File: src/rtl/load_store_unit.sv
// rtl/load_store_unit.sv - RV32I load/store unit driving a single-port word memory.
// Sub-word stores are done as a read-modify-write; loads are extended to 32 bits.
module load_store_unit #(
  parameter int MEM_ADDR_WIDTH = 10
) (
  input  logic        clk,
  input  logic        reset,
  input  logic        req_valid,
  output logic        req_ready,
  input  logic        req_we,
  input  logic [2:0]  req_funct3,
  input  logic [31:0] req_addr,
  input  logic [31:0] req_wdata,
  output logic        rsp_valid,
  output logic [31:0] rsp_rdata,
  output logic        rsp_err,
  output logic [31:0] mem_addr,
  output logic [31:0] mem_wdata,
  output logic        mem_rw,
  input  logic [31:0] mem_rdata
);

  typedef enum logic [1:0] {IDLE, ACCESS, WRITE, RESP} state_t;

  state_t      state;
  logic [31:0] addr;
  logic [31:0] wdata;
  logic [31:0] word;
  logic [2:0]  funct3;
  logic        we;

  logic        misaligned;
  logic        illegal;
  logic        out_of_range;
  logic        bad_req;
  logic [31:0] lane_mask;
  logic [31:0] lane_data;
  logic [31:0] store_word;

  assign req_ready = (state == IDLE);

  always_comb begin
    misaligned = 1'b0;
    case (req_funct3)
      3'b001, 3'b101: misaligned = req_addr[0];
      3'b010:         misaligned = (req_addr[1:0] != 2'b00);
      default:        misaligned = 1'b0;
    endcase
    if (req_we)
      illegal = req_funct3[2] || (req_funct3[1:0] == 2'b11);
    else
      illegal = (req_funct3 == 3'b011) || (req_funct3 == 3'b110) || (req_funct3 == 3'b111);
    out_of_range = ((req_addr >> (MEM_ADDR_WIDTH + 2)) != 32'd0);
    bad_req      = misaligned || illegal || out_of_range;
  end

  function automatic logic [31:0] extend(input logic [2:0] f3, input logic [1:0] a,
                                         input logic [31:0] w);
    logic [31:0] bsh;
    logic [31:0] hsh;
    bsh = w >> {a, 3'b000};
    hsh = w >> {a[1], 4'b0000};
    case (f3)
      3'b000:  extend = {{24{bsh[7]}}, bsh[7:0]};
      3'b001:  extend = {{16{hsh[15]}}, hsh[15:0]};
      3'b100:  extend = {24'h0, bsh[7:0]};
      3'b101:  extend = {16'h0, hsh[15:0]};
      default: extend = w;
    endcase
  endfunction

  // Merge the store lane into the word captured during ACCESS; SW replaces it all.
  always_comb begin
    case (funct3[1:0])
      2'b00: begin
        lane_mask = 32'h0000_00FF << {addr[1:0], 3'b000};
        lane_data = {24'h0, wdata[7:0]} << {addr[1:0], 3'b000};
      end
      2'b01: begin
        lane_mask = 32'h0000_FFFF << {addr[1], 4'b0000};
        lane_data = {16'h0, wdata[15:0]} << {addr[1], 4'b0000};
      end
      default: begin
        lane_mask = 32'hFFFF_FFFF;
        lane_data = wdata;
      end
    endcase
    store_word = (word & ~lane_mask) | lane_data;
  end

  always_comb begin
    mem_addr  = 32'h0;
    mem_wdata = 32'h0;
    if (state == ACCESS || state == WRITE)
      mem_addr = {addr[31:2], 2'b00};
    if (state == WRITE)
      mem_wdata = store_word;
  end

  // Gating with reset keeps a reset landing in WRITE from corrupting memory.
  assign mem_rw = (state == WRITE) && !reset;

  always_ff @(posedge clk) begin
    if (reset) begin
      state     <= IDLE;
      addr      <= 32'h0;
      wdata     <= 32'h0;
      word      <= 32'h0;
      funct3    <= 3'b000;
      we        <= 1'b0;
      rsp_valid <= 1'b0;
      rsp_err   <= 1'b0;
      rsp_rdata <= 32'h0;
    end else begin
      rsp_valid <= 1'b0;
      rsp_err   <= 1'b0;
      case (state)
        IDLE: begin
          if (req_valid) begin
            addr   <= req_addr;
            wdata  <= req_wdata;
            funct3 <= req_funct3;
            we     <= req_we;
            if (bad_req || req_we)
              rsp_rdata <= 32'h0;
            if (bad_req) begin
              state     <= RESP;
              rsp_valid <= 1'b1;
              rsp_err   <= 1'b1;
            end else if (req_we && req_funct3 == 3'b010) begin
              state <= WRITE;
            end else begin
              state <= ACCESS;
            end
          end
        end
        ACCESS: begin
          word <= mem_rdata;
          if (we) begin
            state <= WRITE;
          end else begin
            rsp_rdata <= extend(funct3, addr[1:0], mem_rdata);
            rsp_valid <= 1'b1;
            state     <= RESP;
          end
        end
        WRITE: begin
          rsp_valid <= 1'b1;
          state     <= RESP;
        end
        default: state <= IDLE;
      endcase
    end
  end

endmodule

File: config.mk
export PLATFORM = sky130hd
export DESIGN_NAME = load_store_unit
export DESIGN_NICKNAME = d
export VERILOG_FILES = /design/src/rtl/load_store_unit.sv
export SDC_FILE = /design/constraint.sdc
export NUM_CORES = 1
export LEC_CHECK = 0
export CORE_AREA = 2 2 137 139
export DETAILED_ROUTE_END_ITERATION = 16
export DIE_AREA = 0 0 139 141
export PLACE_DENSITY_LB_ADDON = 0.25
export RECOVER_POWER = 25
export SKIP_CTS_REPAIR_TIMING = 1
export SYNTH_ARGS = -nofsm -noshare
export SYNTH_HDL_FRONTEND = slang
export SYNTH_SLANG_ARGS = --single-unit
File: constraint.sdc
create_clock -name clk -period 2.8 [get_ports clk]
set_input_delay 0.56 -clock clk [delete_from_list [all_inputs] [get_ports clk]]
set_output_delay 0.56 -clock clk [all_outputs]
set_load 0.005 [all_outputs]
==> impl_metrics.ini <==
[run_status]
outcome = finished, final reports clean

[timing]
slew_headroom_pct = 35.1
hold_viol = 0
maxSlewViolCount = 0
finalClockSkew_ps = 8.78
min_period_ps = 2770
fmaxAchievable_mhz = 361
report.final.setup_viol = 0
rsz0062_at_grt = true
whs_ps = 448
worst_slew_pin_slew_ps = 970
post-route-period-util_pct = 98.9

[grt]
grt_overflow_total = 0
grt_usage_pct = 22.1
grt_pass1_vias = 6039
grt_max_degree = 76
grt_pass1_wl_mm = 34.0
antenna_found_initial = 0

[logic_synthesis]
synth.most_common_cell = nand2_1
synth_seq_cells = 136
ys.flop_type = dfxtp_1
synth_area_um2 = 6590
synth.top_cell.area_share_pct = 41.3
synth_common_cells = nand2_1 (155), dfxtp_1 (136), nor2_1 (80), a21oi_1 (74), mux2i_1 (59)
avgSynthCellArea_um2 = 8.17
synth.area.top_cells = dfxtp_1 (41%), mux2i_1 (9.0%), nand2_1 (8.8%), a21oi_1 (5.6%), nor2_1 (4.6%)
synthCells = 806
ys_seq_area_share_pct = 41.3
ys_warn_count = 0
synthDistinctLibCells = 56
synth_edf_count = 0
synth_async_sr_flop_share_pct = 0
yosysTopAreaCell = dfxtp_1

[die]
die_height_um = 141
die_area_um2 = 19600
core_um2 = 18300
start_util_pct = 36.0
ios = 203
rows = 50
die_w_um = 139

[cells_and_area]
seqCellArea_um2 = 2730
finalNetCount = 1101
num-fill-cells = 1765
drive_gt1_share_pct = 9.73
area_growth_pct = 46.4
antennaDiodeCount = 0
post-route-util_pct = 52.8
multi_input_area_um2 = 3560

[worst_setup_path]
critPathArrivalTime_ps = 2210
r2r-start = state[1]
cp.required_ps = 2240
crit_fanout = 8
rr_endpoint = rsp_rdata[18]
worstSetupStartpointType = flop
r2r_cells = 7
cp-end-kind = output port
crit_type = flop to output port
r2r_setup_slack_ps = 300

[drt]
drc = 0
wire_per_inst_um = 18.0
wirelength_mm = 22.3
ant_nets = 0
drtIter0Drc = 639
vias_per_cell = 5.27
dr.pass1.iters = 6
route.vias.total = 6542

[place]
dp_hpwl_mm = 16.0
place_congestion = 0.798
port_buffers = 200

[hold_path]
holdPathStages = 2
hold_class = flop to flop
hold_end = addr[24]
holdCritStartpoint = addr[24]

[clock_tree]
clock-sinks = 136
htreeDepth = 4
cts_root_buffer = clkbuf_16
clkTransAtPathRegs_ps = 60
clockBufferDepth = 2
cts_tree = done
cts_inserted_buffers = 17
clkLatencyLatePin_ps = 430

[pwr]
total_power_w = 0.00817
vdd_drop_max_uv = 498
p_leak_nw = 3.88
p_per_area_nw_per_um2 = 847

[run]
maxCapViolations = 0
-- power by group --
part / total [W] / internal, W / leakage, nW / switching [W]
registers: 0.00261 / 0.00233 / 1.11 / 0.000284
logic: 0.00317 / 0.00150 / 2.46 / 0.00167
clock network: 0.00239 / 0.00149 / 0.312 / 0.000895
total: 0.00817 / 0.00532 / 3.88 / 0.00285
-- metrics by stage --
step	cells	area (um2)	TNS [ps]	setup slack [ps]
3_3_place_gp	1204	8870	0	139
6_report	1241	9640	0	29.8
4_1_cts	1236	9500	-2760	-155
5_1_grt	1241	9640	-94.6	-48.8
3_5_place_dp	1204	8870	0	116
2_1_floorplan	807	6590	0	613
-- logic make-up (layout without fill, tap and decap cells) --
group / Yosys count / after routing / share of synthesized area [%]
simple gates: 348 / 348 / 25.0
compound gates: 171 / 171 / 17.6
flops: 136 / 136 / 41.3
buf+inv: 80 / 280 / 5.05
mux: 66 / 66 / 10.2
fa+ha+maj: 4 / 4 / 0.760
other cells: 1 / 2 / 0.0569
-- flip-flops by register name, indices dropped and copies added, names as in the netlist --
register and cells:
addr 32, rsp_rdata 32, wdata 32, word 32, funct3 3, state 2
rsp_err 1, rsp_valid 1, we 1
-- layout by cell type (no fill, tap or decap), types with 5 or more instances in the layout --
| cell | netlist | final |
|---|---|---|
| o21ai_0 | 10 | 10 |
| and2_1 | 34 | 31 |
| clkbuf_16 | 0 | 17 |
| a21oi_1 | 74 | 74 |
| mux2_2 | 6 | 6 |
| a31oi_1 | 14 | 12 |
| clkinv_2 | 0 | 5 |
| clkdlybuf4s50_1 | 0 | 163 |
| nor2b_1 | 17 | 17 |
| dlygate4sd3_1 | 0 | 16 |
| a222oi_1 | 17 | 17 |
| o32ai_1 | 16 | 16 |
| a22oi_1 | 8 | 8 |
| nand2b_1 | 30 | 30 |
| nand2_1 | 155 | 155 |
| buf_4 | 4 | 24 |
| mux2i_1 | 59 | 59 |
| inv_1 | 13 | 12 |
| a32oi_1 | 7 | 7 |
| dfxtp_1 | 136 | 134 |
| nor2_1 | 80 | 79 |
| dlymetal6s2s_1 | 0 | 20 |
| and3b_1 | 7 | 7 |
| nand3_1 | 7 | 7 |
| o211ai_1 | 7 | 7 |
-- per-layer routing --
| metal | GRT usage [%] | up-vias | wire length, um |
|---|---|---|---|
| li1 | - | 3174 | - |
| met1 | 29.8 | 3061 | 9720 |
| met2 | 33.7 | 271 | 10200 |
| met3 | 6.42 | 36 | 1890 |
| met4 | 7.81 | 0 | 554 |
| met5 | 0 | - | 0 |
-- worst max-delay path by stage --
stage	endpoint	depth (start not counted)	slack [ps]	startpoint
3_5_place_dp	rsp_rdata[13]	6	120	req_funct3[2]
3_3_place_gp	rsp_rdata[8]	6	140	req_funct3[2]
4_1_cts	mem_wdata[24]	5	-150	funct3[0]
2_1_floorplan	rsp_rdata[14]	5	610	req_addr[23]
6_report	mem_wdata[11]	6	30	funct3[0]
5_1_grt	mem_wdata[11]	6	-50	funct3[0]
-- area by class of cell --
cell class / instances / area share [%]
clock buffers: 17 / 4.41
clock inverters: 15 / 2.05
inverters: 14 / 0.623
multi-input cells: 591 / 37.0
flip-flops and latches: 136 / 28.3
well taps: 234 / 3.04
repair buffers: 233 / 24.6
repair inverters: 1 / 0.0519
-- critical path: stages (launching register included) --
cell	delay [ps]
dfxtp_4	360
or2_2	300
a21oi_1	150
buf_4	160
a222oi_1	110
nor2_1	160
clkdlybuf4s50_1	530
Power figures use the tool's default switching activity.
